### src/rtl/mem_arbiter_pkg.sv
// Shared definitions for the instruction/data memory-port arbiter:
// state encodings, byte-select width, default timeout and the latched bus command.
package mem_arbiter_pkg;

    localparam int SEL_W           = 4;
    localparam int DEFAULT_TIMEOUT = 255;

    localparam logic [SEL_W-1:0] SEL_ALL = '1;

    typedef enum logic [1:0] {
        ST_IDLE      = 2'd0,
        ST_GRANT_IF  = 2'd1,
        ST_GRANT_MEM = 2'd2
    } arb_state_e;

    typedef enum logic {
        SRC_IF  = 1'b0,
        SRC_MEM = 1'b1
    } src_e;

    typedef struct packed {
        logic             we;
        logic [SEL_W-1:0] sel;
        logic [31:0]      addr;
        logic [31:0]      wdata;
    } bus_cmd_t;

    // Data side normally wins; fetch wins only if data won last time and fetch is waiting.
    function automatic src_e pick_winner(input logic if_pend, input logic mem_pend,
                                         input src_e last);
        if (mem_pend && !(if_pend && last == SRC_MEM)) begin
            return SRC_MEM;
        end
        return SRC_IF;
    endfunction

endpackage

### src/rtl/mem_arbiter.sv
// Arbitrates instruction fetch and load/store traffic onto a single memory port,
// with a per-transaction acknowledge timeout that aborts with zero data and bus_err_o.
module mem_arbiter
    import mem_arbiter_pkg::*;
#(
    parameter int TIMEOUT = DEFAULT_TIMEOUT
) (
    input  logic             clk,
    input  logic             rst_n,

    input  logic             if_req_i,
    input  logic [31:0]      if_addr_i,
    output logic [31:0]      if_data_o,
    output logic             if_ack_o,
    output logic             stallreq_if_o,

    input  logic             mem_req_i,
    input  logic             mem_we_i,
    input  logic [SEL_W-1:0] mem_sel_i,
    input  logic [31:0]      mem_addr_i,
    input  logic [31:0]      mem_wdata_i,
    output logic [31:0]      mem_rdata_o,
    output logic             mem_ack_o,
    output logic             stallreq_mem_o,

    output logic             bus_req_o,
    output logic             bus_we_o,
    output logic [SEL_W-1:0] bus_sel_o,
    output logic [31:0]      bus_addr_o,
    output logic [31:0]      bus_wdata_o,
    input  logic [31:0]      bus_rdata_i,
    input  logic             bus_ack_i,
    output logic             bus_err_o
);

    localparam int            CW        = $clog2(TIMEOUT + 1);
    localparam logic [CW-1:0] WAIT_LAST = CW'(TIMEOUT - 1);

    arb_state_e    state_q, state_d;
    src_e          last_q, last_d;
    src_e          winner;
    bus_cmd_t      cmd_q, cmd_d;
    logic [CW-1:0] wait_q, wait_d;
    logic          if_ack_q, if_ack_d;
    logic          mem_ack_q, mem_ack_d;
    logic          err_q, err_d;
    logic [31:0]   if_data_q, if_data_d;
    logic [31:0]   mem_data_q, mem_data_d;
    logic [31:0]   rsp_data;
    logic          if_pend, mem_pend;
    logic          timed_out;

    // A requester still holds its request during its own ack cycle; that is not a new request.
    assign if_pend  = if_req_i  & ~if_ack_q;
    assign mem_pend = mem_req_i & ~mem_ack_q;

    always_comb begin
        // NOTE: every always_comb output gets a default first so no path can infer a latch.
        state_d    = state_q;
        last_d     = last_q;
        cmd_d      = cmd_q;
        wait_d     = wait_q;
        if_ack_d   = 1'b0;
        mem_ack_d  = 1'b0;
        err_d      = 1'b0;
        if_data_d  = if_data_q;
        mem_data_d = mem_data_q;
        winner     = SRC_IF;
        rsp_data   = 32'h0;
        timed_out  = (wait_q == WAIT_LAST);

        unique case (state_q)
            ST_IDLE: begin
                if (if_pend || mem_pend) begin
                    winner = pick_winner(if_pend, mem_pend, last_q);
                    last_d = winner;
                    wait_d = '0;
                    if (winner == SRC_MEM) begin
                        cmd_d   = '{we: mem_we_i, sel: mem_sel_i, addr: mem_addr_i,
                                    wdata: mem_wdata_i};
                        state_d = ST_GRANT_MEM;
                    end else begin
                        cmd_d   = '{we: 1'b0, sel: SEL_ALL, addr: if_addr_i, wdata: 32'h0};
                        state_d = ST_GRANT_IF;
                    end
                end
            end
            ST_GRANT_IF, ST_GRANT_MEM: begin
                // A late ack wins over a timeout landing in the same cycle.
                if (bus_ack_i || timed_out) begin
                    rsp_data = bus_ack_i ? bus_rdata_i : 32'h0;
                    err_d    = ~bus_ack_i;
                    state_d  = ST_IDLE;
                    if (state_q == ST_GRANT_IF) begin
                        if_ack_d  = 1'b1;
                        if_data_d = rsp_data;
                    end else begin
                        mem_ack_d  = 1'b1;
                        mem_data_d = rsp_data;
                    end
                end else begin
                    wait_d = wait_q + CW'(1);
                end
            end
            default: state_d = ST_IDLE;
        endcase
    end

    always_ff @(posedge clk or negedge rst_n) begin
        if (!rst_n) begin
            state_q    <= ST_IDLE;
            last_q     <= SRC_IF;
            cmd_q      <= '0;
            wait_q     <= '0;
            if_ack_q   <= 1'b0;
            mem_ack_q  <= 1'b0;
            err_q      <= 1'b0;
            if_data_q  <= 32'h0;
            mem_data_q <= 32'h0;
        end else begin
            // NOTE: non-blocking assignments so every register samples pre-edge values.
            state_q    <= state_d;
            last_q     <= last_d;
            cmd_q      <= cmd_d;
            wait_q     <= wait_d;
            if_ack_q   <= if_ack_d;
            mem_ack_q  <= mem_ack_d;
            err_q      <= err_d;
            if_data_q  <= if_data_d;
            mem_data_q <= mem_data_d;
        end
    end

    assign bus_req_o   = (state_q != ST_IDLE);
    assign bus_we_o    = cmd_q.we;
    assign bus_sel_o   = cmd_q.sel;
    assign bus_addr_o  = cmd_q.addr;
    assign bus_wdata_o = cmd_q.wdata;
    assign bus_err_o   = err_q;

    assign if_ack_o    = if_ack_q;
    assign if_data_o   = if_data_q;
    assign mem_ack_o   = mem_ack_q;
    assign mem_rdata_o = mem_data_q;

    // Gated by reset so the stall lines also read 0 while reset is held.
    assign stallreq_if_o  = rst_n & if_pend;
    assign stallreq_mem_o = rst_n & mem_pend;

endmodule
### config.mk
export PLATFORM = sky130hd
export DESIGN_NAME = mem_arbiter
export DESIGN_NICKNAME = d
export VERILOG_FILES = /design/src/rtl/mem_arbiter_pkg.sv /design/src/rtl/mem_arbiter.sv
export SDC_FILE = /design/constraint.sdc
export NUM_CORES = 1
export LEC_CHECK = 0
export CELL_PAD_IN_SITES_DETAIL_PLACEMENT = 1
export CELL_PAD_IN_SITES_GLOBAL_PLACEMENT = 1
export CORE_AREA = 5 5 147 149
export CTS_BUF_LIST = sky130_fd_sc_hd__clkbuf_4
export DETAILED_ROUTE_END_ITERATION = 16
export DIE_AREA = 0 0 152 154
export GPL_ROUTABILITY_DRIVEN = 0
export PLACE_DENSITY = 0.79
export SLEW_MARGIN = 10
export SYNTH_ARGS = -nofsm -noshare
export SYNTH_HDL_FRONTEND = slang
export SYNTH_SLANG_ARGS = --single-unit
### constraint.sdc
create_clock -name clk -period 2.5 [get_ports clk]
set_input_delay 0.25 -clock clk [delete_from_list [all_inputs] [get_ports clk]]
set_output_delay 0.25 -clock clk [all_outputs]
set_load 0.02 [all_outputs]
# Word-level counts from Yosys, hierarchy flattened

Index checks and enable logic that the tools add are counted.

Add/sub/neg operators: 1
Eq/ne operators: 6
Mux-type cells: 24
Bitwise logic cells: 8
Reduce and logical (&&, ||, !) cells: 14

Operators with widths:

| kind                                                                  | number |
|---|---|
| 69-bit 2-to-1 mux                                                     | 1 |
| 32-bit 2-to-1 mux                                                     | 1 |
| 8-bit 2-to-1 mux                                                      | 2 |
| 8-bit one-hot mux with 2 select lines                                 | 1 |
| 1-bit 2-to-1 mux                                                      | 15 |
| 3-bit AND reduction                                                   | 3 |
| 8-bit by 1-bit adder with 8-bit output, second input constant         | 1 |
| 8-bit equality test, second input constant                            | 1 |
| 2-bit 2-to-1 mux                                                      | 3 |
| 2-bit != test, second input constant                                  | 3 |
| 1-bit bitwise AND                                                     | 4 |
| 1-bit NOT                                                             | 4 |
| 2-bit one-hot mux with 2 select lines                                 | 1 |
| 2-bit AND reduction                                                   | 2 |
| 2-bit nonzero test                                                    | 2 |
| 2-bit by 1-bit equality test with 1-bit output, second input constant | 1 |
| 2-bit equality test, second input constant                            | 1 |
| 1-bit logical AND                                                     | 2 |
| 2-bit zero test                                                       | 1 |
| 1-bit logical OR                                                      | 2 |
| 2-bit OR reduction                                                    | 1 |
| 1-bit zero test                                                       | 1 |

Register bits: 147
Bits of input ports: 138
Output and inout bits: 139
Word-level logic and storage cells: 65

# Longest topological paths before layout

Depth after elaboration: 14
Mapped depth: 8
Depth with buffers taken out: 6

# Worst setup path after synthesis

OpenSTA, ideal clock, no wires.

Kind: register to register
From: reg state_q[0]
To: reg wait_q[2]
Library setup time: 0.082 ns
Arrival time: 1.575 ns
Required time: 2.418 ns
Path slack: 0.843 ns
Stages on the path, launching flop included: 8
Period minus slack after synthesis: 1.657 ns
Path through: dfrtp_1 inv_1 ha_1 inv_1 or3_1 buf_2 o21a_4 a31oi_1

Word-level cells in the longest chain between the ends: 4

RTL lines:

| element                                                                                      | line               | RTL |
|---|---|---|
| start, declared                                                                              | mem_arbiter.sv:39  | `arb_state_e state_q, state_d;` |
| start signal, assigned                                                                       | mem_arbiter.sv:122 | `state_q <= state_d;` |
| 2-bit by 1-bit equality test with 1-bit output / 2-bit equality test (equally long branches) | mem_arbiter.sv:72  | `unique case (state_q)` |
| 2-bit OR reduction                                                                           | mem_arbiter.sv:72  |  |
| 2-bit != test (no line) / 2-bit nonzero test (equally long branches)                         | n/a                |  |
| 3-bit AND reduction (no line)                                                                | n/a                |  |
| end signal, assigned                                                                         | mem_arbiter.sv:125 | `wait_q <= wait_d;` |
| end, declared                                                                                | mem_arbiter.sv:43  | `logic [CW-1:0] wait_q, wait_d;` |

Several ways; a longest one is shown, not always the timed one.
A chain may end at the register's enable or synchronous reset.

# Final worst setup path

From: reg state_q[0]
To: out bus_req_o

Word-level cells in the longest chain between the ends: 1

RTL lines:

| element            | line               | RTL |
|---|---|---|
| 2-bit nonzero test | mem_arbiter.sv:134 | `assign bus_req_o = (state_q != ST_IDLE);` |
| end, declared      | mem_arbiter.sv:26  | `output logic bus_req_o,` |

Every way passes these cells.

==> results.md <==
Outcome:
- The run finished with clean final reports.

Layout:
- Leaving out fill and tap cells, the most frequent cell in the layout is sky130_fd_sc_hd__clkdlybuf4s50_1.
- The area growth from synthesis to layout is 55.7%.
- The final standard cell utilization of the core is 0.459.
- Leaving out filler cells and counting taps, the final layout contains 1007.
- The top cell types in the final layout, fill and taps aside, are sky130_fd_sc_hd__clkdlybuf4s50_1, sky130_fd_sc_hd__dfrtp_1, sky130_fd_sc_hd__a22o_1.
- The cell area after layout is 9190 um^2.
- The fraction of layout cells with a size suffix above 1 is 0.0692.
- The diode insertion count for antenna repair is 0.
- For this run, the post-layout net count is 866.

Route:
- The per-cell via count in the routed design is 4.86.
- The per-cell routed wire length is 20.5 um.
- The first TritonRoute pass finished after 4 iterations.
- In this run the remaining antenna-violating nets after routing total 0.
- The routed wire length is 20700 um.
- The routed via count is 4892.
- The detailed-route DRC error count is 0.
- The number of DRC violations after detailed-routing iteration 0 is 149.

Timing:
- The routed design could run at a clock period as short as 2.26 ns.
- In this run the tightest slew margin relative to its limit is 0.486.
- Of the available clock period, the critical path in the final layout requires 0.903.
- The transition at the pin with the smallest max-transition slack is 0.771 ns.
- The setup TNS after final layout is 0 ns.
- Setup repair after global routing left no endpoint under its margin.
- For the final database, setup skew stands at 0.0166 ns.
- The number of pins exceeding their max-slew limit in the final report is 0.
- Based on the critical path, the design can be clocked at up to 0.443 GHz.
- Setup violations remaining at the end of the flow were counted as 0.
- The number of hold violations in the final report was 0.

Logic synthesis:
- Measured against the total synthesized area, the mux share comes to 0.0542.
- The synthesized netlist contains 39 unique library cells.
- For this run, asynchronously set or reset flops after synthesis account for 1.00.
- Of the total synthesized cell area, the portion taken by AND, OR, NAND and NOR gates is 0.0572.
- The synthesized-area fraction occupied by ao, oa, aoi and oai cells is 0.212.
- After synthesis the cells add up to 5900 um^2.
- The combinational family with the most area after synthesis is compound AO/OA/AOI/OAI gates.
- After technology mapping, the gate count stands at 451.
- Counting flops with a built-in enable in the synthesized netlist gives 0.
- Of the total synthesized cell area, the portion taken by full adders, half adders and majority gates is 0.00848.
- Dividing the synthesized area by the synthesized cell count gives 13.1 um^2.
- The total nets after synthesis is 593.
- The dominant register cell in the synthesized netlist is sky130_fd_sc_hd__dfrtp_1.
- The synthesized design contains 147 register bits.
- The sequential element share of the synthesized area is 0.623.
- The count of yosys warnings during synthesis is 0.
- The fraction of synthesized cell area in xor and xnor cells is 0.00148.

Clock network:
- The number of H-tree levels is 4.
- For the worst-skew pair, the clock arrives at the later sink with an insertion delay of 0.52 ns.
- In this run the post-CTS setup repair buffer count came out at 0.
- Gates resized during post-CTS repair numbered 0.
- No sink is reached through more buffers than the 2 on the longest clock path.
- CTS placed an instance of sky130_fd_sc_hd__clkbuf_4 at the clock tree root.
- Buffers inserted during clock tree synthesis total 17.
- The CTS tree is built.
- After clock tree synthesis, the clock-pin slew on the worst setup and hold paths is 0.14 ns.
- The total clock sinks is 147.

Setup path:
- Of all nets on the critical path, the largest fanout is 5.
- The class of the most critical setup path is reg -> out.
- For the worst setup path, the data arrival time is 2.01 ns.
- The worst setup path is captured at an output pin.
- The kind of start point of the critical path is a flip-flop.
- The register-to-register setup slack is 0.53 ns.
- For the worst flop-to-flop path, the logic depth is 6.
- The capturing point of the worst reg2reg path is mem_rdata_o[9].
- The critical path required time is 2.25 ns.
- In this run the critical register-to-register path is launched from wait_q[0].

Job:
- The number of max-cap violations is 0.

Power:
- The analysis attributes to net switching a power of 4.86 mW.
- The share of total power in combinational logic is 0.526.
- Summing internal, switching and leakage power gives 11.8 mW.
- The proportion of power drawn by the clock network is 0.125.
- Of the total power, the share spent switching nets is 0.411.
- The analysis attributes to cell leakage a power of 3.96 nW.
- In this run the power density over the cells is 1290 nW/um^2.
- The maximum vdd ir drop is 0.561 mV.
- The internal power of the cells totals 6.97 mW.
- Of the total power, registers draw 0.349.

Global route:
- For this run, the total global-route usage over all layers was measured as 0.174.
- The via count of the first global-routing pass is 5520.
- The wire length of the first global-routing pass is 32400 um.
- For this run the aggregate overflow at the end of global routing stands at 0.
- The pin count of the biggest net entering global routing is 144.
- The number of antenna violations at the first check in global routing is 0.

Placement:
- Buffers placed on the I/O ports in this run total 276.
- Once placement finished, the instance area stood at 8910 um^2.
- Once detailed placement completed, the half-perimeter wirelength came to 15300 um.
- The number of instances in the placed design is 974.

Hold path:
- The worst min-delay path category is in -> async.

Floorplanning:
- The area enclosed by the die boundary is 23400 um^2.
- Pin placement for this block handled 277 I/O pins.
- The height of the die is 154 um.
- The die extent in x is 152 um.
- The starting density of the core is 0.295.
- The region available for standard cell placement spans 20000 um^2.
- The number of cell rows is 52.
## critical path: stages (launching register included)
cell	delay (ns)
sky130_fd_sc_hd__dfrtp_1	0.39
sky130_fd_sc_hd__inv_1	0.05
sky130_fd_sc_hd__ha_1	0.25
sky130_fd_sc_hd__inv_1	0.16
sky130_fd_sc_hd__clkdlybuf4s50_1	0.63
## sequential cells by signal, summed over array words and instances, names as in the netlist
signal and flops:
state_q 2, mem_ack_o 1, bus_wdata_o 32, bus_sel_o 4
wait_q 8, bus_err_o 1, if_ack_o 1, if_data_o 32
mem_rdata_o 32, bus_we_o 1, bus_addr_o 32, last_q 1
## through the flow
stage                     setup slack [ns]  hold WS [ns]
after floorplan                      0.843       -0.0456
after global placement               0.485        0.0441
after detailed placement             0.421        0.0465
after CTS                            0.145        0.0341
after global routing                0.0665        0.0472
final                                0.243         0.124
## synth_stat cells (6+ instances only)
cell                         n  area [um^2]
sky130_fd_sc_hd__nor2_1      7         26.3
sky130_fd_sc_hd__inv_1       8         30.0
sky130_fd_sc_hd__dfrtp_1   147         3680
sky130_fd_sc_hd__o21ai_1    13         65.1
sky130_fd_sc_hd__nand2_1    38          143
sky130_fd_sc_hd__a22o_1     98          858
sky130_fd_sc_hd__o21ai_0    24          120
sky130_fd_sc_hd__mux2i_1    32          320
sky130_fd_sc_hd__a31oi_1     6         37.5
sky130_fd_sc_hd__buf_6      10          113
sky130_fd_sc_hd__buf_2      13         65.1
sky130_fd_sc_hd__clkbuf_1    9         33.8
## power by group through the flow
stage	clock network [mW]	registers (mW)	logic, mW
after floorplan	0	5.27	2.08
after global placement	0	4.10	6.10
after detailed placement	0	4.16	6.30
after CTS	1.56	4.14	6.31
after global routing	1.66	4.26	6.60
final	1.48	4.13	6.22
## how the worst max path moves through the flow
stage               start             to  slack [ns]  cells after the start
6_report       state_q[0]      bus_req_o        0.24                      4
5_1_grt        state_q[0]      bus_req_o        0.07                      4
4_1_cts        state_q[0]      bus_req_o        0.15                      4
3_5_place_dp     if_req_i  bus_addr_o[5]        0.42                      7
3_3_place_gp     if_req_i  stallreq_if_o        0.48                      5
2_1_floorplan  state_q[0]      wait_q[2]        0.84                      7
## area by class of cell
| cell class | instances | area (um^2) |
|---|---|---|
| fillers | 2159 | 10800 |
| clock buffers | 17 | 128 |
| well taps | 270 | 338 |
| inverters | 8 | 30.0 |
| clock inverters | 15 | 146 |
| flip-flops and latches | 147 | 3680 |
| multi-input cells | 262 | 1980 |
| repair buffers | 288 | 2890 |
## routing by layer
metal,track usage,part of all wire,up-vias,wire (um)
li1,-,-,2209,-
met4,0.0522,0.016,0,328
met5,0,0,-,0
met1,0.216,0.43,2438,8940
met2,0.290,0.48,223,9960
met3,0.0548,0.070,22,1450
## logic make-up (layout without fill, tap and decap cells)
logic type | after synthesis | in the layout
AND/OR/NAND/NOR | 66 | 66
flip-flops | 147 | 147
adder cells (fa/ha/maj) | 4 | 4
multiplexers | 32 | 32
buffers and inverters | 42 | 328
AO/OA/AOI/OAI | 159 | 159
XOR/XNOR | 1 | 1
## repair_timing
action,4_1_cts,5_1_grt
hold buffers,1,0
hold endpoints to repair,147,0
endpoints found under the setup margin,0,0
No activity file was read; power rests on OpenSTA's default activity.
